**src/rtl/t03_hit_resolver.sv**
```systemverilog
`default_nettype none
// t03_hit_resolver: resolves punches between two players and runs the READY/FIGHT/KO round flow.
// Optional macro T03_CHIP_DAMAGE_EN: a blocked punch deals CHIP_DAMAGE instead of nothing.
module t03_hit_resolver #(
  parameter logic [6:0] MAX_HEALTH    = 7'd100,
  parameter logic [6:0] DAMAGE        = 7'd10,
  parameter logic [6:0] CHIP_DAMAGE   = 7'd2,
  parameter logic [3:0] INVULN_FRAMES = 4'd8
) (
  input  logic       clk,
  input  logic       rst,
  input  logic       finished,
  input  logic       start,
  input  logic [1:0] p1_state,
  input  logic [1:0] p2_state,
  input  logic       p1_resting,
  input  logic       p2_resting,
  output logic [6:0] p1_health,
  output logic [6:0] p2_health,
  output logic       p1_hit,
  output logic       p2_hit,
  output logic       game_over,
  output logic [1:0] winner
);

  localparam logic [1:0] ST_READY = 2'd0;
  localparam logic [1:0] ST_FIGHT = 2'd1;
  localparam logic [1:0] ST_KO    = 2'd2;

`ifdef T03_CHIP_DAMAGE_EN
  localparam logic [6:0] BLOCK_DMG = CHIP_DAMAGE;
`else
  // Blocked punches are harmless in this build.
  localparam logic [6:0] BLOCK_DMG = CHIP_DAMAGE & 7'd0;
`endif

  logic [1:0] state_q, state_d;
  logic       start_pending_q;
  logic       prev_atk1_q, prev_atk2_q;
  logic [6:0] hp1_q, hp2_q;
  logic [3:0] inv1_q, inv2_q;
  logic       hit1_q, hit2_q;
  logic [1:0] winner_q;

  logic       w_atk1, w_atk2, w_grd1, w_grd2, w_land1, w_land2;
  logic       w_pending, w_fight, w_ko, w_enter_ready, w_consume;
  logic [6:0] w_dmg1, w_dmg2, w_hp1_new, w_hp2_new;
  logic [3:0] w_inv1_dec, w_inv2_dec;

  assign w_atk1  = (p1_state == 2'd1) && !p1_resting;
  assign w_atk2  = (p2_state == 2'd1) && !p2_resting;
  assign w_grd1  = (p1_state == 2'd2) && !p1_resting;
  assign w_grd2  = (p2_state == 2'd2) && !p2_resting;
  assign w_land1 = w_atk1 && !prev_atk1_q;
  assign w_land2 = w_atk2 && !prev_atk2_q;

  assign w_pending = start_pending_q || start;
  assign w_fight   = (state_q == ST_FIGHT);

  // Damage is decided from pre-tick invulnerability and guard of the defender.
  assign w_dmg1 = (w_fight && w_land2 && inv1_q == 4'd0) ? (w_grd1 ? BLOCK_DMG : DAMAGE) : 7'd0;
  assign w_dmg2 = (w_fight && w_land1 && inv2_q == 4'd0) ? (w_grd2 ? BLOCK_DMG : DAMAGE) : 7'd0;

  assign w_hp1_new = (hp1_q > w_dmg1) ? hp1_q - w_dmg1 : 7'd0;
  assign w_hp2_new = (hp2_q > w_dmg2) ? hp2_q - w_dmg2 : 7'd0;
  assign w_ko      = w_fight && (w_hp1_new == 7'd0 || w_hp2_new == 7'd0);

  assign w_inv1_dec = (inv1_q != 4'd0) ? inv1_q - 4'd1 : 4'd0;
  assign w_inv2_dec = (inv2_q != 4'd0) ? inv2_q - 4'd1 : 4'd0;

  assign w_enter_ready = finished && ((state_q == ST_KO && w_pending) || state_q == 2'd3);
  assign w_consume     = finished && w_pending && (state_q == ST_READY || state_q == ST_KO);

  always_ff @(posedge clk or posedge rst) begin
    if (rst) state_q <= ST_READY;
    else     state_q <= state_d;
  end

  always_comb begin
    state_d = state_q;
    if (finished) begin
      case (state_q)
        ST_READY: if (w_pending) state_d = ST_FIGHT;
        ST_FIGHT: if (w_ko)      state_d = ST_KO;
        ST_KO:    if (w_pending) state_d = ST_READY;
        default:                 state_d = ST_READY;
      endcase
    end
  end

  always_comb begin
    game_over = (state_q == ST_KO);
    p1_health = hp1_q;
    p2_health = hp2_q;
    p1_hit    = hit1_q;
    p2_hit    = hit2_q;
    winner    = winner_q;
  end

  always_ff @(posedge clk or posedge rst) begin
    if (rst) begin
      start_pending_q <= 1'b0;
      prev_atk1_q     <= 1'b0;
      prev_atk2_q     <= 1'b0;
      hp1_q           <= MAX_HEALTH;
      hp2_q           <= MAX_HEALTH;
      inv1_q          <= 4'd0;
      inv2_q          <= 4'd0;
      hit1_q          <= 1'b0;
      hit2_q          <= 1'b0;
      winner_q        <= 2'b00;
    end else begin
      hit1_q          <= 1'b0;
      hit2_q          <= 1'b0;
      start_pending_q <= w_pending && !w_consume;
      if (finished) begin
        prev_atk1_q <= w_atk1;
        prev_atk2_q <= w_atk2;
        if (w_enter_ready) begin
          hp1_q    <= MAX_HEALTH;
          hp2_q    <= MAX_HEALTH;
          inv1_q   <= 4'd0;
          inv2_q   <= 4'd0;
          winner_q <= 2'b00;
        end else begin
          // Outside FIGHT the damage terms are zero, so healths hold.
          hp1_q  <= w_hp1_new;
          hp2_q  <= w_hp2_new;
          inv1_q <= (w_dmg1 != 7'd0) ? INVULN_FRAMES : w_inv1_dec;
          inv2_q <= (w_dmg2 != 7'd0) ? INVULN_FRAMES : w_inv2_dec;
          hit1_q <= (w_dmg1 != 7'd0);
          hit2_q <= (w_dmg2 != 7'd0);
          if (w_ko) winner_q <= {w_hp1_new == 7'd0, w_hp2_new == 7'd0};
        end
      end
    end
  end

endmodule
`default_nettype wire

```
**config.mk**
```make
export PLATFORM = sky130hd
export DESIGN_NAME = t03_hit_resolver
export DESIGN_NICKNAME = d
export VERILOG_FILES = /design/src/rtl/t03_hit_resolver.sv
export SDC_FILE = /design/constraint.sdc
export NUM_CORES = 1
export LEC_CHECK = 0
export BUFFER_PORTS_ARGS = -buffer_cell sky130_fd_sc_hd__buf_4
export CAP_MARGIN = 30
export CORE_AREA = 8 8 68 70
export DETAILED_ROUTE_END_ITERATION = 12
export DIE_AREA = 0 0 76 78
export GPL_ROUTABILITY_DRIVEN = 0
export GPL_TIMING_DRIVEN = 1
export MAX_ROUTING_LAYER = met4
export PLACE_DENSITY = 0.87
export SETUP_SLACK_MARGIN = 0.2
export SLEW_MARGIN = 10
export SYNTH_ARGS = -nofsm -noshare
export SYNTH_HDL_FRONTEND = slang
export SYNTH_SLANG_ARGS = --single-unit
```
**constraint.sdc**
```tcl
create_clock -name clk -period 3.42 [get_ports clk]
set_input_delay 0.342 -clock clk [delete_from_list [all_inputs] [get_ports clk]]
set_output_delay 0.342 -clock clk [all_outputs]
set_load 0.02 [all_outputs]
```
# Word-level counts from Yosys, hierarchy flattened
# Cells that the tools add are included.
[op_classes]
muxes = 24
n_lt_le_gt_ge = 2
eq_ne = 10
n_reduce_logical = 37
add_sub_neg = 4
[ops]
columns = ["cell", "n"]
rows = [
  ["two-way mux 4 bit", 10],
  ["two-way mux 7 bit", 4],
  ["logical AND 1 bit", 16],
  ["> comparator 7 x 4 -> 1 bit", 2],
  ["zero test 7 bit", 2],
  ["nonzero test 7 bit", 2],
  ["subtractor 7 x 4 -> 7 bit", 2],
  ["two-way mux 2 bit", 5],
  ["equality test 2 bit (second input constant)", 4],
  ["zero test 4 bit", 2],
  ["nonzero test 4 bit", 2],
  ["subtractor 4 x 1 -> 4 bit (second input constant)", 2],
  ["equality test 2 x 1 -> 1 bit (second input constant)", 3],
  ["case mux 2 bit (3 select lines)", 1],
  ["zero test 1 bit", 5],
  ["logical OR 1 bit", 4],
  ["two-way mux 1 bit", 4],
  ["inequality test 2 x 1 -> 1 bit (second input constant)", 2],
  ["AND reduction 4 bit", 1],
  ["zero test 2 bit", 1],
  ["inequality test 2 bit (second input constant)", 1],
  ["AND reduction 2 bit", 1],
  ["nonzero test 2 bit", 1],
]
[word_totals]
register_bits = 31
output_inout_bits = 19
in_bits = 10

# Logic depth before layout (Yosys ltp)
[logic_depth]
depth_word = 13
mapped_depth = 13
ltp_nobuf = 13

# Least setup slack after synthesis
# Ideal clock, no wire load.
[synth_timing]
path_kind = "input to register"
start = "input port p1_state[1]"
end = "register winner_q[1], in the netlist winner[1]"
setup_ns = 0.119
arrival_ns = 2.740
n_path_buf = 0
path_slack_ns = 0.561
stages = 12
t_required_ns = 3.301
path_cell_list = "or3b_2 -> nor3_1 -> nand4b_1 -> inv_1 -> ha_1 -> ha_1 -> and2b_1 -> or4_4 -> a21oi_4 -> a41o_2 -> nand4_1 -> a21bo_1"
[synth_between]
elab_chain_len = 13
word_cells_on_any_way = 24
cone_classes = "2 x add/sub; 2 x order compare; 2 x eq/ne; 7 x mux; 11 x reduce/logical"
[synth_lines]
columns = ["element", "line_no", "source"]
rows = [
  ["start: declaration", "14", "input logic [1:0] p1_state,"],
  ["equality test 2 x 1 -> 1 bit", "50", "assign w_atk1 = (p1_state == 2'd1) && !p1_resting;"],
  ["logical AND 1 bit", "50", ""],
  ["logical AND 1 bit", "54", "assign w_land1 = w_atk1 && !prev_atk1_q;"],
  ["logical AND 1 bit (2 in series)", "62", "assign w_dmg2 = (w_fight && w_land1 && inv2_q == 4'd0) ? (w_grd2 ? BLOCK_DMG : DAMAGE) : 7'd0;"],
  ["two-way mux 4 bit", "62", ""],
  ["subtractor 7 x 4 -> 7 bit / > comparator 7 x 4 -> 1 bit (equally long branches)", "65", "assign w_hp2_new = (hp2_q > w_dmg2) ? hp2_q - w_dmg2 : 7'd0;"],
  ["two-way mux 7 bit", "65", ""],
  ["zero test 7 bit", "66", "assign w_ko = w_fight && (w_hp1_new == 7'd0 || w_hp2_new == 7'd0);"],
  ["logical OR 1 bit", "66", ""],
  ["logical AND 1 bit", "66", ""],
  ["nonzero test 2 bit (no line)", "-", ""],
  ["AND reduction 2 bit (no line)", "-", ""],
  ["end signal: assignment", "133", "if (w_ko) winner_q <= {w_hp1_new == 7'd0, w_hp2_new == 7'd0};"],
  ["end: declaration", "43", "logic [1:0] winner_q;"],
]
# Several ways; a longest one is shown, not always the timed one. The select of a mux whose other input is x is not followed.
# A chain may end at the register's enable or synchronous reset.

# Final worst setup path
[layout_timing]
start = "register inv1_q[0]"
end = "register winner_q[0], in the netlist winner[0]"
[layout_between]
elab_chain_len = 10
word_cells_on_any_way = 11
cone_classes = "1 x add/sub; 1 x order compare; 2 x mux; 7 x reduce/logical"
[layout_lines]
columns = ["element", "line_no", "source"]
rows = [
  ["start: declaration", "41", "logic [3:0] inv1_q, inv2_q;"],
  ["start signal: assignment", "129", "inv1_q <= (w_dmg1 != 7'd0) ? INVULN_FRAMES : w_inv1_dec;"],
  ["zero test 4 bit *", "61", "assign w_dmg1 = (w_fight && w_land2 && inv1_q == 4'd0) ? (w_grd1 ? BLOCK_DMG : DAMAGE) : 7'd0;"],
  ["logical AND 1 bit *", "61", ""],
  ["two-way mux 4 bit *", "61", ""],
  ["subtractor 7 x 4 -> 7 bit / > comparator 7 x 4 -> 1 bit (equally long branches)", "64", "assign w_hp1_new = (hp1_q > w_dmg1) ? hp1_q - w_dmg1 : 7'd0;"],
  ["two-way mux 7 bit *", "64", ""],
  ["zero test 7 bit *", "66", ""],
  ["logical OR 1 bit *", "66", ""],
  ["logical AND 1 bit *", "66", ""],
  ["nonzero test 2 bit (no line) *", "-", ""],
  ["AND reduction 2 bit (no line) *", "-", ""],
]
# Every way passes the cells marked *; elsewhere a longest branch is shown, timed or not.

==> out/metrics.csv <==
stage,metric,value,unit
routing,Final ANT Viol Nets,0,
cells_and_area,layout cell share with drive strength beyond 1,25.1,%
sta,relative slew slack,43.6,%
power_and_ir_drop,Sw Ratio,41.7,%
sta,FMAX,0.324,GHz
hold_path,Hold Path Class,in2async,
worst_setup_path,WP data required,3.65,ns
synth,Mapped Area,1900,sq um
sta,final setup vio count,0,
floorplanning,Die W,76,um
synth,ys async rst share,100,%
floorplanning,Ports,29,
sta,Final Cycle Share,90.2,%
cts,CTS Sinks,31,
worst_setup_path,crit path launch type,flop,
place,DPL Wire Length,3040,um
sta,worst hold slack,0.0218,ns
grt,grt total ovfl,0,
power_and_ir_drop,Net Switching,0.794,mW
routing,Wirelength per Cell,14.8,um
worst_setup_path,critical-path maximum fanout,5,
grt,first-pass GRT wire length,7270,um
cells_and_area,post-layout util,63.7,%
cells_and_area,synthesis-to-layout area growth,18.7,%
flow_run,Max-Cap Viols,0,
floorplanning,CORE AREA,3550,sq um
sta,final setup margin,0.334,ns
synth,Post-synth top cells,"dfrtp_1, inv_1, nand2_1",
power_and_ir_drop,Power Dens Cells,844,nW/um^2
floorplanning,row cnt,22,
routing,drt total wl,4190,um
routing,drt initial violations,134,
synth,syn_nets,222,
synth,Syn Inst Count,204,
grt,vias in the first global route,1582,
synth,cell with the most instances after synthesis,dfrtp_1,
place,pre-CTS setup slack,0.212,ns
worst_setup_path,CP endpoint kind,flop,
grt,total track usage,15.0,%
worst_setup_path,crit path DAT,3.31,ns
sta,final setup TNS,0,ns
place,PortBufs,28,
synth,Synth area leaders,"dfrtp_1, dfstp_2, ha_1, inv_1, nand2_1",
sta,fin crit period,3.09,ns
floorplanning,die area,5930,sq um
sta,skew final,0.00881,ns
cts,Root Buffer,clkbuf_4,
cts,Clock Path Buffers,2,
cts,clk_lat worst skew,0.34,ns
grt,largest net degree at the start of global routing,46,
grt,initial antenna violation count,0,
worst_setup_path,CP Class,reg2reg,
power_and_ir_drop,share of power burned in registers,34.8,%
sta,Worst Tran Pin Value,0.846,ns
power_and_ir_drop,clock power share,15.9,%
cells_and_area,NumNets Final,252,
floorplanning,Initial Util,53.6,%
power_and_ir_drop,Pwr Total,1.91,mW
synth,synth unique cells,55,
power_and_ir_drop,Lkg Pwr,1.09,nW
synth,top_reg_cell synth,dfrtp_1,
synth,Yosys top cell by area,dfrtp_1,
cells_and_area,ant diodes,0,
synth,share of the synthesized area in the top cell type,32.9,%
power_and_ir_drop,Worst VDD drop,0.489,mV
routing,DRC,0,
sta,"Hold Violations, Final",0,
synth,synth warn,0,
synth,"flops & latches, synth",31,
sta,Pins Over Slew Limit,0,
cts,CTS Buf Count,5,
sta,RSZ-0062 raised after global routing,true,
outcome,status,completed,
cts,CTS tree,yes,
synth,sequential share of the synthesized area,41.1,%
synth,number of flops mapped to enable cells by yosys,0,
routing,Vias,1625,
cts,H-tree depth,2,
routing,DR vias/cell,5.74,
cts,# hold bufs at CTS,0,
cts,"Reg clk slew, reported paths",0.10,ns
power_and_ir_drop,internal power,1.11,mW
routing,First-pass DRT Iterations,6,
power_and_ir_drop,combinational share of power,49.2,%
synth,Post-Synthesis Mean Instance Area,9.33,sq um
floorplanning,Die Span Y,78,um
## metrics by stage
step,instances,cell area [sq um]
floorplan,204,1900
global placement,274,2130
detailed placement,275,2150
CTS,283,2250
global route,283,2260
finish,283,2260
## flip-flops by register name (all words and copies together) (netlist names)
name             cells
p1_health            7
state_q              2
inv2_q               4
p1_hit               1
p2_health            7
inv1_q               4
prev_atk1_q          1
start_pending_q      1
prev_atk2_q          1
winner               2
p2_hit               1
## worst paths after layout
kind,from,endpoint,depth (start not counted),slack (ns)
max,inv1_q[0]$_DFFE_PP0P_,winner[0]$_DFFE_PP0P_,11,0.33
min,rst,p2_hit$_DFF_PP0_,2,0.02
max reg2reg,inv1_q[0]$_DFFE_PP0P_,winner[0]$_DFFE_PP0P_,11,0.33
min reg2reg,inv2_q[2]$_DFFE_PP0P_,inv2_q[2]$_DFFE_PP0P_,2,0.51
max in group asynchronous,rst,p1_health[2]$_DFFE_PP1P_,4,2.71
min in group clk,start,start_pending_q$_DFF_PP0_,3,0.30
## kinds of logic after synthesis
kind of cell	share of synthesized area, %
AOI/OAI and AO/OA	19.4
xor gates and xnor gates	1.84
adders and majority gates	5.26
muxes	1.12
DFF	41.1
buffers and inverters	6.44
and+or+nand+nor	24.8
## cells in the final DEF (no fill, tap or decap), types with 2 or more instances in the layout
cell and count:
buf_4 29, dfrtp_1 25, inv_1 18, nand2_1 18, nor2_1 14, o21ai_0 12
nand3_1 8, nand2b_1 8, ha_1 8, o22ai_1 7, a21oi_1 6, o31ai_1 6
dfstp_2 6, clkbuf_4 5, or3_1 4, xnor2_1 4, nor3b_1 4, nor2b_1 3
nor3_1 3, a21o_1 2, nand3b_1 2, nand4_1 2, and2_1 2, or4_1 2
a21bo_1 2, a22oi_1 2, a211o_1 2
## worst max-delay path, cell delays in order (launching register included)
cell	delay, ns
dfrtp_1	0.39
inv_1	0.09
ha_1	0.21
nor3b_2	0.25
nand4_1	0.25
ha_1	0.45
nor2b_1	0.33
or4_1	0.19
nand3_1	0.10
o311ai_2	0.34
nand4_2	0.17
a21bo_1	0.22
## metal layers
layer  global-route usage, %  vias up  wire length [um]
li1                        -      800                 -
met1                    18.1      781              1900
met2                    23.6       39              2030
met3                    4.03        5               208
met4                    5.49        0                54
met5                       -        -                 0
## final cells by class
| cell class | count | area, sq um |
|---|---|---|
| clock buffer | 6 | 51.3 |
| clock inverter | 2 | 35.0 |
| fill | 282 | 1290 |
| inverter | 18 | 67.6 |
| multi-input combinational | 148 | 1020 |
| sequential | 31 | 783 |
| tap | 48 | 60.1 |
| timing repair buffer | 30 | 245 |
## power groups by stage
stage / clock network [mW] / logic (mW) / registers, mW
6_report: 0.304 / 0.939 / 0.665
2_1_floorplan: 0 / 0.609 / 0.715
3_3_place_gp: 0 / 0.889 / 0.660
4_1_cts: 0.309 / 0.925 / 0.661
3_5_place_dp: 0 / 0.920 / 0.665
5_1_grt: 0.324 / 1.05 / 0.689
## timing repair
item	in CTS	in global routing
setup buffers	0	0
hold endpoints to repair	0	0
gates resized for setup	1	2
setup endpoints to repair	1	4
pin swaps	1	1
Power figures use the tool's default switching activity.
